## config.mk

```make
export PLATFORM = sky130hd
export DESIGN_NAME = vc_input_unit
export DESIGN_NICKNAME = d
export VERILOG_FILES = /design/src/rtl/noc_params.sv /design/src/rtl/vc_fifo.sv /design/src/rtl/vc_input_unit.sv
export SDC_FILE = /design/constraint.sdc
export NUM_CORES = 1
export LEC_CHECK = 0
export BUFFER_PORTS_ARGS = -buffer_cell sky130_fd_sc_hd__buf_4
export CAP_MARGIN = 5
export CORE_AREA = 3 3 346 348
export DETAILED_ROUTE_END_ITERATION = 16
export DIE_AREA = 0 0 349 351
export PLACE_DENSITY = 0.44
export SETUP_SLACK_MARGIN = 0.02
export SLEW_MARGIN = 10
export SYNTH_ARGS = -nofsm -noshare
export SYNTH_HDL_FRONTEND = slang
export SYNTH_HIERARCHICAL = 1
export SYNTH_SLANG_ARGS = --single-unit
```

## constraint.sdc

```tcl
create_clock -name clk -period 3.6 [get_ports clk]
set_input_delay 0.18 -clock clk [delete_from_list [all_inputs] [get_ports clk]]
set_output_delay 0.18 -clock clk [all_outputs]
set_load 0.05 [all_outputs]
```

## src/rtl/noc_params.sv

```systemverilog
// Shared NoC types for the input stage: flit format, VC ids, VC states, output ports
// and the XY routing helper used when a head flit reaches the front of a VC.
package noc_params;

    localparam int MESH_SIZE_X      = 4;
    localparam int MESH_SIZE_Y      = 4;
    localparam int VC_NUM           = 4;
    localparam int VC_SIZE          = $clog2(VC_NUM);
    localparam int DEST_ADDR_SIZE_X = $clog2(MESH_SIZE_X);
    localparam int DEST_ADDR_SIZE_Y = $clog2(MESH_SIZE_Y);
    localparam int PAYLOAD_SIZE     = 16;

    typedef enum logic [1:0] {
        HEAD     = 2'd0,
        BODY     = 2'd1,
        TAIL     = 2'd2,
        HEADTAIL = 2'd3
    } flit_label_t;

    typedef logic [VC_SIZE-1:0] vc_id_t;

    typedef logic [1:0] vc_state_t;
    localparam vc_state_t IDLE   = 2'd0;
    localparam vc_state_t VA     = 2'd1;
    localparam vc_state_t ACTIVE = 2'd2;

    typedef enum logic [2:0] {
        LOCAL = 3'd0,
        NORTH = 3'd1,
        SOUTH = 3'd2,
        WEST  = 3'd3,
        EAST  = 3'd4
    } port_t;

    typedef struct packed {
        flit_label_t                 label;
        vc_id_t                      vc_id;
        logic [DEST_ADDR_SIZE_X-1:0] x_dest;
        logic [DEST_ADDR_SIZE_Y-1:0] y_dest;
        logic [PAYLOAD_SIZE-1:0]     payload;
    } flit_t;

    // X is resolved before Y, so a packet only turns once.
    function automatic port_t route_xy(
        input logic [DEST_ADDR_SIZE_X-1:0] x_dest,
        input logic [DEST_ADDR_SIZE_Y-1:0] y_dest,
        input int                          x_cur,
        input int                          y_cur
    );
        int x_d;
        int y_d;
        x_d = int'(x_dest);
        y_d = int'(y_dest);
        if (x_d > x_cur)
            return EAST;
        else if (x_d < x_cur)
            return WEST;
        else if (y_d > y_cur)
            return SOUTH;
        else if (y_d < y_cur)
            return NORTH;
        else
            return LOCAL;
    endfunction

endpackage

```

## src/rtl/vc_fifo.sv

```systemverilog
// Per-VC flit FIFO with arbitrary depth. With VC_OCCUPANCY_EN defined, full/empty come
// from a registered flit count exported on o_count; otherwise from pointers plus wrap bits.
module vc_fifo
    import noc_params::*;
#(
    parameter int BUFFER_DEPTH = 8
) (
    input  logic  clk,
    input  logic  rst,
    input  logic  i_wr_en,
    input  flit_t i_data,
    input  logic  i_rd_en,
    output flit_t o_data,
    output logic  o_empty,
    output logic  o_full
`ifdef VC_OCCUPANCY_EN
    ,
    output logic [$clog2(BUFFER_DEPTH+1)-1:0] o_count
`endif
);

    localparam int PTR_W = $clog2(BUFFER_DEPTH);
    localparam logic [PTR_W-1:0] LAST_IDX = PTR_W'(BUFFER_DEPTH - 1);

    flit_t            r_mem [BUFFER_DEPTH];
    logic [PTR_W-1:0] r_wr_ptr;
    logic [PTR_W-1:0] r_rd_ptr;
    logic             w_push;
    logic             w_pop;
    logic             w_wr_last;
    logic             w_rd_last;

    // A write to a full FIFO is dropped even when a pop happens in the same cycle.
    assign w_push    = i_wr_en && !o_full;
    assign w_pop     = i_rd_en && !o_empty;
    assign w_wr_last = (r_wr_ptr == LAST_IDX);
    assign w_rd_last = (r_rd_ptr == LAST_IDX);
    assign o_data    = r_mem[r_rd_ptr];

    always_ff @(posedge clk) begin
        if (w_push)
            r_mem[r_wr_ptr] <= i_data;
    end

    always_ff @(posedge clk) begin
        if (rst) begin
            r_wr_ptr <= '0;
            r_rd_ptr <= '0;
        end else begin
            if (w_push)
                r_wr_ptr <= w_wr_last ? '0 : r_wr_ptr + 1'b1;
            if (w_pop)
                r_rd_ptr <= w_rd_last ? '0 : r_rd_ptr + 1'b1;
        end
    end

`ifdef VC_OCCUPANCY_EN
    localparam int CNT_W = $clog2(BUFFER_DEPTH + 1);

    logic [CNT_W-1:0] r_count;

    always_ff @(posedge clk) begin
        if (rst)
            r_count <= '0;
        else if (w_push && !w_pop)
            r_count <= r_count + 1'b1;
        else if (!w_push && w_pop)
            r_count <= r_count - 1'b1;
    end

    assign o_full  = (r_count == CNT_W'(BUFFER_DEPTH));
    assign o_empty = (r_count == '0);
    assign o_count = r_count;
`else
    logic r_wr_wrap;
    logic r_rd_wrap;

    always_ff @(posedge clk) begin
        if (rst) begin
            r_wr_wrap <= 1'b0;
            r_rd_wrap <= 1'b0;
        end else begin
            if (w_push && w_wr_last)
                r_wr_wrap <= ~r_wr_wrap;
            if (w_pop && w_rd_last)
                r_rd_wrap <= ~r_rd_wrap;
        end
    end

    assign o_full  = (r_wr_ptr == r_rd_ptr) && (r_wr_wrap != r_rd_wrap);
    assign o_empty = (r_wr_ptr == r_rd_ptr) && (r_wr_wrap == r_rd_wrap);
`endif

endmodule

```

## src/rtl/vc_input_unit.sv

```systemverilog
// Router input port: per-VC FIFOs and FSMs, XY route, VA/SA handshakes, credit return.
// Optional VC_OCCUPANCY_EN adds occupancy_o with the registered per-VC flit count.
//
//   state  | meaning
//   IDLE   | waiting for a head flit at the FIFO front; stray body/tail flits are dropped
//   VA     | route latched, requesting a downstream VC
//   ACTIVE | downstream VC held, requesting the switch while flits are buffered
module vc_input_unit
    import noc_params::*;
#(
    parameter int VC_CNT       = VC_NUM,
    parameter int BUFFER_DEPTH = 8,
    parameter int X_CURRENT    = MESH_SIZE_X / 2,
    parameter int Y_CURRENT    = MESH_SIZE_Y / 2
) (
    input  logic              clk,
    input  logic              rst,
    input  flit_t             data_i,
    input  logic              valid_flit_i,
    output logic [VC_CNT-1:0] va_request_o,
    output port_t             out_port_o [VC_CNT],
    input  logic [VC_CNT-1:0] va_valid_i,
    input  vc_id_t            va_new_vc_i [VC_CNT],
    output logic [VC_CNT-1:0] sa_request_o,
    output vc_id_t            sa_downstream_vc_o [VC_CNT],
    input  logic              sa_valid_i,
    input  vc_id_t            sa_sel_vc_i,
    output flit_t             xb_flit_o,
    output logic              xb_valid_o,
    output logic              credit_valid_o,
    output vc_id_t            credit_vc_o,
    output logic [VC_CNT-1:0] vc_allocatable_o,
    output logic [2:0]        error_o
`ifdef VC_OCCUPANCY_EN
    ,
    output logic [$clog2(BUFFER_DEPTH+1)-1:0] occupancy_o [VC_CNT]
`endif
);

    flit_t             w_front [VC_CNT];
    logic [VC_CNT-1:0] w_empty;
    logic [VC_CNT-1:0] w_full;
    logic [VC_CNT-1:0] w_wr_req;
    logic [VC_CNT-1:0] w_rd_en;
    logic [VC_CNT-1:0] w_pop_sa;
    logic [VC_CNT-1:0] w_pop_idle;
    logic [VC_CNT-1:0] w_front_head;
    logic [VC_CNT-1:0] w_front_tail;
    logic              w_sa_ok;
    logic              w_in_head;
    flit_t             w_xb_next;

    logic              r_xb_valid;
    flit_t             r_xb_flit;
    logic              r_credit_valid;
    vc_id_t            r_credit_vc;
    logic [2:0]        r_error;

    assign w_in_head = (data_i.label == HEAD) || (data_i.label == HEADTAIL);

    for (genvar v = 0; v < VC_CNT; v++) begin : g_vc
        vc_state_t r_state;
        port_t     r_out_port;
        vc_id_t    r_ds_vc;
        logic      r_allocatable;

        assign w_wr_req[v]     = valid_flit_i && (data_i.vc_id == vc_id_t'(v));
        assign w_front_head[v] = (w_front[v].label == HEAD) || (w_front[v].label == HEADTAIL);
        assign w_front_tail[v] = (w_front[v].label == TAIL) || (w_front[v].label == HEADTAIL);
        assign w_pop_sa[v]     = sa_valid_i && (sa_sel_vc_i == vc_id_t'(v))
                               && (r_state == ACTIVE) && !w_empty[v];
        assign w_pop_idle[v]   = (r_state == IDLE) && !w_empty[v] && !w_front_head[v];
        assign w_rd_en[v]      = w_pop_sa[v] || w_pop_idle[v];

        assign va_request_o[v]       = (r_state == VA);
        assign sa_request_o[v]       = (r_state == ACTIVE) && !w_empty[v];
        assign out_port_o[v]         = r_out_port;
        assign sa_downstream_vc_o[v] = r_ds_vc;
        assign vc_allocatable_o[v]   = r_allocatable;

        vc_fifo #(
            .BUFFER_DEPTH(BUFFER_DEPTH)
        ) u_fifo (
            .clk     (clk),
            .rst     (rst),
            .i_wr_en (w_wr_req[v]),
            .i_data  (data_i),
            .i_rd_en (w_rd_en[v]),
            .o_data  (w_front[v]),
            .o_empty (w_empty[v]),
            .o_full  (w_full[v])
`ifdef VC_OCCUPANCY_EN
            ,
            .o_count (occupancy_o[v])
`endif
        );

        always_ff @(posedge clk) begin
            if (rst) begin
                r_state       <= IDLE;
                r_out_port    <= LOCAL;
                r_ds_vc       <= '0;
                r_allocatable <= 1'b1;
            end else begin
                case (r_state)
                    IDLE: begin
                        if (!w_empty[v] && w_front_head[v]) begin
                            r_out_port <= route_xy(w_front[v].x_dest, w_front[v].y_dest,
                                                   X_CURRENT, Y_CURRENT);
                            r_state    <= VA;
                        end
                    end
                    VA: begin
                        if (va_valid_i[v]) begin
                            r_ds_vc <= va_new_vc_i[v];
                            r_state <= ACTIVE;
                        end
                    end
                    ACTIVE: begin
                        if (w_pop_sa[v] && w_front_tail[v])
                            r_state <= IDLE;
                    end
                    default: r_state <= IDLE;
                endcase

                // A new head claiming the VC wins over a tail releasing it in the same cycle.
                if (w_wr_req[v] && !w_full[v] && w_in_head)
                    r_allocatable <= 1'b0;
                else if (w_pop_sa[v] && w_front_tail[v])
                    r_allocatable <= 1'b1;
            end
        end
    end

    assign w_sa_ok = |w_pop_sa;

    always_comb begin
        w_xb_next = '0;
        for (int v = 0; v < VC_CNT; v++) begin
            if (w_pop_sa[v]) begin
                w_xb_next       = w_front[v];
                w_xb_next.vc_id = sa_downstream_vc_o[v];
            end
        end
    end

    always_ff @(posedge clk) begin
        if (rst) begin
            r_xb_valid     <= 1'b0;
            r_xb_flit      <= '0;
            r_credit_valid <= 1'b0;
            r_credit_vc    <= '0;
            r_error        <= '0;
        end else begin
            r_xb_valid     <= w_sa_ok;
            r_credit_valid <= w_sa_ok;
            if (w_sa_ok) begin
                r_xb_flit   <= w_xb_next;
                r_credit_vc <= sa_sel_vc_i;
            end
            r_error <= r_error | {(|w_pop_idle), (sa_valid_i && !w_sa_ok), (|(w_wr_req & w_full))};
        end
    end

    assign xb_valid_o     = r_xb_valid;
    assign xb_flit_o      = r_xb_flit;
    assign credit_valid_o = r_credit_valid;
    assign credit_vc_o    = r_credit_vc;
    assign error_o        = r_error;

endmodule

```

Yosys cells after proc, flatten, opt, wreduce, memory -nomap -nowiden --
Memory sizes are Yosys's and may differ from the RTL's. A register that Yosys moved wholly into a read port is not among the register bits. Cells that the tools add are included.
Word-level totals: register bits after elaboration 94, memory bits (writable) 768, output and inout bits 63, logic and storage cells 322, memories 4
Cells by class: add/sub/neg operators 8, $lt $le $gt $ge 16, equality and inequality tests 55, multiplexer cells 68, bitwise operators 10, reductions and logical operators 121
Memories:
- g_vc[0].u_fifo.r_mem | words 8, width 24, rd ports 1, clocked after Yosys merged registers in 1, wr ports 1, RTL line vc_fifo.sv:25 | flit_t r_mem [BUFFER_DEPTH];
- g_vc[1].u_fifo.r_mem | words 8, width 24, rd ports 1, clocked after Yosys merged registers in 1, wr ports 1, RTL line vc_fifo.sv:25
- g_vc[2].u_fifo.r_mem | words 8, width 24, rd ports 1, clocked after Yosys merged registers in 1, wr ports 1, RTL line vc_fifo.sv:25
- g_vc[3].u_fifo.r_mem | words 8, width 24, rd ports 1, clocked after Yosys merged registers in 1, wr ports 1, RTL line vc_fifo.sv:25
Operators by type and width (number):
- two-way mux 24 bit | 4
- logical AND 1 bit | 65
- two-way mux 3 bit | 20
- two-way mux 2 bit | 20
- == test 2 bit (second input constant) | 17
- adder 3 x 1 -> 3 bit (second input constant) | 8
- == test 3 bit (second input constant) | 8
- inequality test 2 x 1 -> 1 bit (second input constant) | 12
- case mux 2 bit (3 select lines) | 4
- zero test 2 bit | 11
- two-way mux 1 bit | 20
- greater-than comparator 2 bit (second input constant) | 8
- < comparator 2 bit (second input constant) | 8
- AND reduction 2 bit | 8
- zero test 1 bit | 13
- logical OR 1 bit | 13
- == test 2 x 1 -> 1 bit (second input constant) | 6
- == test 3 bit | 4
- AND reduction 3 bit | 4
- OR reduction 4 bit | 3
- inverter 1 bit | 8
- nonzero test 2 bit | 4
- bitwise AND 4 bit | 1
- == test 1 bit | 4
- other kinds (2) | 5

Longest topological paths before layout --
Gate-level depths: netlist of run 1.
depth in word-level cells 9, gate-level depth with buffers 12, gate-level depth less buffers 10

By module --
Netlist of run 1, hierarchy kept.
Modules (own cells, without submodules):
- vc_fifo | times used 4, cells each 355, area each 7913.8 µm²
- vc_input_unit | times used 1, cells each 389, area each 3243.1 µm²

Worst setup path before layout of run 1 --
OpenSTA, ideal clock, no wires.
kind register -> register, start register g_vc[0].u_fifo.r_wr_ptr[2], end memory g_vc[0].u_fifo/r_mem[1][0] in the netlist's numbering (enable), setup time 0.466 ns, arrival time 3.316 ns, data required time 3.134 ns, path slack -0.182 ns, stages on the path, launching flop included 5, clock period less this slack 3.782 ns, cells stage by stage dfxtp_1 > buf_2 > xor2_1 > nor4_1 > nor4_1
Between the ends: longest elaborated chain between the ends 6
Ends and longest elaborated chain:
- start, declared | RTL line vc_fifo.sv:26 | logic [PTR_W-1:0] r_wr_ptr;
- start signal, assigned | RTL line vc_fifo.sv:51 | r_wr_ptr <= w_wr_last ? '0 : r_wr_ptr + 1'b1;
- == test 3 bit | RTL line vc_fifo.sv:90 | assign o_full = (r_wr_ptr == r_rd_ptr) && (r_wr_wrap != r_rd_wrap);
- logical AND 1 bit | RTL line vc_fifo.sv:90
- net w_full[0] | RTL line vc_input_unit.sv:42 | logic [VC_CNT-1:0] w_full;
- zero test 1 bit | RTL line vc_fifo.sv:34 | assign w_push = i_wr_en && !o_full;
- logical AND 1 bit | RTL line vc_fifo.sv:34
- two-way mux 1 bit | RTL line vc_fifo.sv:41 | if (w_push)
- two-way mux 1 bit (not written as such) | RTL line vc_fifo.sv:42 | r_mem[r_wr_ptr] <= i_data;
- end, declared | RTL line vc_fifo.sv:25
The timed path passes the listed nets, and every way through them passes these cells.

Final worst setup path of run 1 --
start register g_vc[1].u_fifo.r_rd_ptr[0], end register r_xb_flit (netlist bit xb_flit_o[0])
Between the ends: longest elaborated chain between the ends 7, elaborated cells between the ends (all ways) 8, those cells by class eq/ne (1); mux (3); reduce/logical (4)
Ends and longest elaborated chain:
- start, declared | RTL line vc_fifo.sv:27 | logic [PTR_W-1:0] r_rd_ptr;
- start signal, assigned | RTL line vc_fifo.sv:53 | r_rd_ptr <= w_rd_last ? '0 : r_rd_ptr + 1'b1;
- == test 3 bit * | RTL line vc_fifo.sv:91 | assign o_empty = (r_wr_ptr == r_rd_ptr) && (r_wr_wrap == r_rd_wrap);
- logical AND 1 bit * | RTL line vc_fifo.sv:91
- net w_empty[1] | RTL line vc_input_unit.sv:41 | logic [VC_CNT-1:0] w_empty;
- zero test 1 bit * | RTL line vc_input_unit.sv:71 | && (r_state == ACTIVE) && !w_empty[v];
- logical AND 1 bit * | RTL line vc_input_unit.sv:71
- two-way mux 24 bit (3 in a row) | RTL line vc_input_unit.sv:140 | if (w_pop_sa[v]) begin
- end signal, assigned | RTL line vc_input_unit.sv:158 | r_xb_flit <= w_xb_next;
- end, declared | RTL line vc_input_unit.sv:54 | flit_t r_xb_flit;
The timed path passes the listed nets; every way through them passes the cells marked *. A chain may end at the register's enable or synchronous reset.

==> impl_metrics.py, run 1 <==
metrics = {
    "clock_network": {
        "cts-root-buf": "clkbuf_16",
        "worstSkewPairLatency_ns": 0.65,
        "cts_resized": 0,
        "cts_tree": "yes",
        "cts_num_sinks": 810,
        "post_cts_buffers": 0,
        "postCtsHoldBufs": 55,
        "clockBufferDepth": 3,
        "ctsHtreeMaxLevel": 3,
        "clkTransAtPathRegs_ns": 0.06,
        "cts_buffers": 89,
    },
    "sta": {
        "final_max_slew_viol_count": 0,
        "finalHoldViolations": 0,
        "rsz0062_at_grt": "no",
        "skew_ns": 0.0197,
        "final-setup-viol-count": 0,
        "finalCriticalPeriod_ns": 3.15,
        "tightest_slew_ns": 1.12,
        "fmax_ghz": 0.318,
        "tns_ns": 0,
        "slew_headroom": 0.240,
        "min_period_over_period": 0.874,
    },
    "global_routing": {
        "top_usage_layer": "met2",
        "grt-ovfl-total": 0,
        "antenna_found_initial": 2,
        "grt_pass1_wl_mm": 124,
        "met1_usage": 0.191,
        "grtUsageMet2": 0.227,
        "grt_max_degree": 96,
        "grt_pass1_vias": 17600,
        "met3_usage": 0.0257,
        "track_usage": 0.138,
    },
    "synthesis": {
        "syn_nets": 1787,
        "avgSynthCellArea_um2": 18.9,
        "yosysWarnings": 6,
        "syn_area_um2": 32500,
        "synthCells": 1721,
    },
    "min_path": {
        "hold_path.class": "in -> reg",
    },
    "drt": {
        "via_per_inst": 4.78,
        "via_count": 16900,
        "drtPass1Iterations": 5,
        "drt_iter0_drc": 1208,
        "wl_mm": 85.4,
        "drc": 0,
        "antenna_left": 0,
        "routedWlPerCell_um": 24.1,
    },
    "pwr": {
        "powerDensity_nw_per_um2": 507,
        "ir_drop_v": 0.000330,
        "p_leak_nw": 12.2,
        "p_switching_w": 0.00412,
        "pwr-share-clk": 0.446,
        "combPwrFrac": 0.030,
        "power.total_w": 0.0196,
        "internal_power_w": 0.0155,
        "p_seq_frac": 0.524,
        "p_sw_frac": 0.210,
    },
    "setup_path": {
        "path_class": "reg -> reg",
        "worstPathMaxFanout": 23,
        "arrival_ns": 3.73,
        "path_cells": "xor2_1 > nor3_1 > buf_4 > nor3b_2 > and4b_1 > buf_4 > a22oi_1 > a21oi_1 > a22o_1",
        "path_common_cell": "buf_4",
        "worstSetupEndpointType": "register",
        "critPathRequiredTime_ns": 4.18,
        "critPathLaunchType": "register",
        "slowest_delay_ns": 0.50,
        "slowest_stage": "and4b_1",
    },
    "finish": {
        "fin_nets": 2010,
        "final_core_util": 0.332,
        "syn_to_final_growth_pct": 18.9,
        "fillers": 11000,
        "final_layout_size_suffix_gt1_frac": 0.314,
    },
    "die": {
        "rows": 125,
        "die-area_um2": 122000,
        "core_um2": 117000,
        "die_h_um": 351,
        "io_pins": 105,
        "die_w_um": 349,
        "start_util": 0.279,
    },
    "status": {
        "status": "finished clean",
    },
    "placement": {
        "dp_hpwl_mm": 52.6,
        "gp_congestion": 0.769,
        "port_buffers": 104,
    },
    "job": {
        "cap_violations": 0,
    },
}
[metal layers]
layer / up-vias / wire length [µm]
met5: - / 0
met1: 8924 / 38800
li1: 7442 / -
met3: 105 / 4310
met2: 453 / 40800
met4: 0 / 1420
[final cells by class]
cell class | count | area (µm²) | area share
tap | 1524 | 1910 | 0.0493
inverter | 14 | 52.6 | 0.00136
multi-input combinational | 800 | 8770 | 0.227
antenna | 1 | 2.50 | 0.0000647
timing repair buffer | 229 | 1870 | 0.0483
sequential | 810 | 23300 | 0.602
clock inverter | 49 | 404 | 0.0105
clock buffer | 115 | 2380 | 0.0615
[state kept, by name, summed over array words and instances, names as in the netlist, named ones only]
name,flops
g_vc.r_out_port,12
credit_vc_o,2
g_vc.u_fifo/r_wr_ptr,12
g_vc.r_allocatable,4
xb_flit_o,24
error_o,3
g_vc.r_state,8
g_vc.u_fifo/r_mem,704
g_vc.u_fifo/r_wr_wrap,4
g_vc.u_fifo/r_rd_ptr,12
g_vc.u_fifo/r_rd_wrap,4
g_vc.r_ds_vc,8
credit_valid_o,1
[placed cells by master (no fill, tap or decap), types with 5 or more instances in the layout]
| cell | count |
|---|---|
| edfxtp_1 | 704 |
| nor3_1 | 24 |
| inv_1 | 14 |
| a21oi_1 | 79 |
| dfxtp_2 | 5 |
| o21ai_0 | 8 |
| xnor2_1 | 16 |
| or2_1 | 5 |
| a311o_1 | 8 |
| nand2_1 | 56 |
| dlygate4sd3_1 | 55 |
| nor4_2 | 10 |
| nor3_2 | 16 |
| a31oi_1 | 9 |
| mux4_2 | 176 |
| and3b_1 | 5 |
| bufinv_16 | 5 |
| ha_1 | 24 |
| dfxtp_1 | 98 |
| nor2b_1 | 36 |
| nor2_1 | 17 |
| buf_4 | 173 |
| nor4_1 | 8 |
| clkbuf_16 | 90 |
| clkinv_1 | 19 |
| clkinv_2 | 17 |
| mux2i_1 | 25 |
| mux2_2 | 97 |
| xor2_1 | 13 |
| nand4_1 | 8 |
| nand3_1 | 16 |
| nor2_2 | 9 |
| clkbuf_1 | 21 |
| a22oi_1 | 23 |
| a22o_1 | 23 |
| nand2b_1 | 39 |
[metrics by stage]
step / std cells / cell area, µm² / setup slack (ns) / hold WS, ns
after floorplan: 1721 / 32500 / 0.0138 / 0.279
after global placement: 3322 / 35300 / 0.516 / 0.445
after detailed placement: 3322 / 35300 / 0.515 / 0.441
after CTS: 3541 / 38700 / 0.491 / 0.115
after global routing: 3541 / 38700 / 0.253 / 0.174
final: 3542 / 38700 / 0.452 / 0.162
[power groups by stage]
stage	clock network (W)	registers [W]	logic (W)
after floorplan	0	0.0105	0.000248
after global placement	0	0.0105	0.000552
after detailed placement	0	0.0105	0.000566
after CTS	0.00903	0.0103	0.000606
after global routing	0.00941	0.0103	0.000641
final	0.00875	0.0103	0.000589
[worst max-delay path: cells and delay by family (launching register included)]
kind | cells | cell delay [ns]
flops | 1 | 0.44
simple gates | 3 | 0.93
buf+inv | 2 | 0.57
xor+xnor | 1 | 0.37
compound gates | 3 | 0.76
[final timing paths]
path	start	to	cells after the start	slack (ns)
setup / recovery	g_vc[1].u_fifo/r_rd_ptr[0]$_SDFFE_PP0P_	xb_flit_o[0]$_SDFFE_PP0P_	9	0.45
hold / removal	sa_sel_vc_i[0]	credit_vc_o[0]$_SDFFE_PP0P_	4	0.16
setup reg to reg	g_vc[1].u_fifo/r_rd_ptr[0]$_SDFFE_PP0P_	xb_flit_o[0]$_SDFFE_PP0P_	9	0.45
hold reg to reg	g_vc[0].r_out_port[2]$_SDFFE_PP0P_	g_vc[0].r_out_port[2]$_SDFFE_PP0P_	2	0.45
(Power assumes the default switching activity.)
==> run 2: changes to the inputs <==
--- a/config.mk
+++ b/config.mk
@@ -8,10 +8,12 @@
 export BUFFER_PORTS_ARGS = -buffer_cell sky130_fd_sc_hd__buf_4
 export CAP_MARGIN = 5
 export CORE_AREA = 3 3 346 348
+export CTS_BUF_LIST = sky130_fd_sc_hd__clkbuf_4 sky130_fd_sc_hd__clkbuf_8 sky130_fd_sc_hd__clkbuf_16
 export DETAILED_ROUTE_END_ITERATION = 16
 export DIE_AREA = 0 0 349 351
 export PLACE_DENSITY = 0.44
 export SETUP_SLACK_MARGIN = 0.02
+export SKIP_CTS_REPAIR_TIMING = 1
 export SLEW_MARGIN = 10
 export SYNTH_ARGS = -nofsm -noshare
 export SYNTH_HDL_FRONTEND = slang
==> impl_metrics.py, run 2 (same netlist as run 1, synthesis figures left out) <==
metrics = {
    "sta": {
        "slew_headroom": 0.238,
        "rsz0062_at_grt": "no",
        "fin_ws_ns": 0.351,
        "finalCriticalPeriod_ns": 3.25,
        "tns_ns": 0,
        "whs_ns": -0.000313,
        "skew_ns": 0.0195,
        "final-setup-viol-count": 0,
        "finalHoldViolations": 1,
        "final_max_slew_viol_count": 0,
        "min_period_over_period": 0.903,
        "fmax_ghz": 0.308,
        "tightest_slew_ns": 1.13,
    },
    "drt": {
        "drc": 0,
        "drt_iter0_drc": 1235,
        "via_count": 16900,
        "via_per_inst": 4.78,
        "drtPass1Iterations": 6,
        "wl_mm": 85.4,
        "antenna_left": 0,
        "routedWlPerCell_um": 24.1,
    },
    "setup_path": {
        "slowest_stage": "and4b_1",
        "arrival_ns": 3.83,
        "worstPathMaxFanout": 23,
        "path_cells": "xor2_1 > nor3_1 > buf_4 > nor3b_2 > and4b_1 > buf_4 > a22oi_1 > a21oi_1 > a22o_1",
        "slowest_delay_ns": 0.53,
        "critPathTopFamily": "simple AND/OR/NAND/NOR gates",
        "worstSetupEndpointType": "register",
        "path_class": "reg -> reg",
        "critPathLaunchType": "register",
        "path_common_cell": "buf_4",
        "critPathRequiredTime_ns": 4.18,
        "crit_buf_inv": 2,
    },
    "global_routing": {
        "grt_pass1_wl_mm": 123,
        "grt_max_degree": 96,
        "grt-ovfl-total": 0,
        "antenna_found_initial": 2,
        "grt_pass1_vias": 17400,
        "track_usage": 0.138,
    },
    "die": {
        "io_pins": 105,
        "rows": 125,
        "die_h_um": 351,
        "die-area_um2": 122000,
        "core_um2": 117000,
        "start_util": 0.279,
        "die_w_um": 349,
    },
    "placement": {
        "gp_congestion": 0.769,
        "pre_cts_slack_ns": 0.515,
        "dp_hpwl_mm": 52.6,
        "dpl_cell_area_um2": 35300,
        "port_buffers": 104,
    },
    "clock_network": {
        "clockBufferDepth": 3,
        "cts-root-buf": "clkbuf_16",
        "cts_num_sinks": 810,
        "worstSkewPairLatency_ns": 0.65,
        "clkTransAtPathRegs_ns": 0.06,
        "cts_buffers": 89,
        "cts_tree": "yes",
        "ctsHtreeMaxLevel": 3,
    },
    "finish": {
        "largest_register_ffs": 704,
        "syn_to_final_growth_pct": 19.1,
        "final_layout_size_suffix_gt1_frac": 0.324,
        "regMostFlops": "g_vc.u_fifo/r_mem",
        "layout_common_cells": "704 x edfxtp_1, 176 x mux4_2, 173 x buf_4",
        "fin_nets": 2009,
        "layout.cells.most_common": "edfxtp_1",
        "final_area_um2": 38700,
        "fillers": 11000,
    },
    "job": {
        "cap_violations": 0,
    },
    "pwr": {
        "power.total_w": 0.0198,
        "powerDensity_nw_per_um2": 511,
        "ir_drop_v": 0.000329,
        "p_leak_nw": 12.2,
    },
    "status": {
        "status": "finished with violations",
        "violations": "negative hold slack",
    },
    "min_path": {
        "hold_path.class": "in -> reg",
    },
}
-- run 2: cell types whose count changed in the layout (fill, tap and decap cells not counted) --
cell           before  now
dlygate4sd3_1      55   54
clkbuf_4            1   22
clkbuf_1           21    0
-- run 2: layout make-up --
type                            instances  area [µm²]  share of cell area
Clock buffer                          115        2460              0.0635
Multi-Input combinational cell        800        8770               0.226
Tap cell                             1524        1910              0.0492
Sequential cell                       810       23300               0.601
Antenna cell                            1        2.50           0.0000646
Inverter                               14        52.6             0.00136
Clock inverter                         49         404              0.0104
Timing Repair Buffer                  228        1860              0.0480
-- run 2: metal layers --
metal | wire length (µm) | up-vias | global-route usage
met5 | 0 | - | 0
met4 | 1400 | 0 | 0.0295
met3 | 4170 | 105 | 0.0266
met2 | 40900 | 432 | 0.227
met1 | 38900 | 8943 | 0.190
li1 | - | 7438 | -
-- run 2: final timing paths --
kind	startpoint	endpoint	slack [ns]	cells past startpoint
max	g_vc[1].u_fifo/r_rd_ptr[0]$_SDFFE_PP0P_	xb_flit_o[0]$_SDFFE_PP0P_	0.35	9
min	data_i[21]	g_vc[3].r_allocatable$_SDFFE_PP1P_	-0.0003	4
max reg2reg	g_vc[1].u_fifo/r_rd_ptr[0]$_SDFFE_PP0P_	xb_flit_o[0]$_SDFFE_PP0P_	0.35	9
min reg2reg	g_vc[0].r_out_port[2]$_SDFFE_PP0P_	g_vc[0].r_out_port[2]$_SDFFE_PP0P_	0.45	2
-- run 2: stage by stage --
step,util,std cells
floorplan,-,1721
global placement,0.303,3322
detailed placement,0.303,3322
CTS,0.328,3486
global route,0.332,3540
finish,0.332,3541
-- run 2: tightest hold or removal path: stages --
cell,delay [ns]
buf_4,0.12
nand2_1,0.14
o32ai_1,0.11
nand2b_1,0.06
-- run 2: power breakdown --
| group | switching, W | internal (W) |
|---|---|---|
| clock network | 0.00371 | 0.00520 |
| registers | 0.0000312 | 0.0103 |
| logic | 0.000380 | 0.000207 |
| total | 0.00413 | 0.0157 |
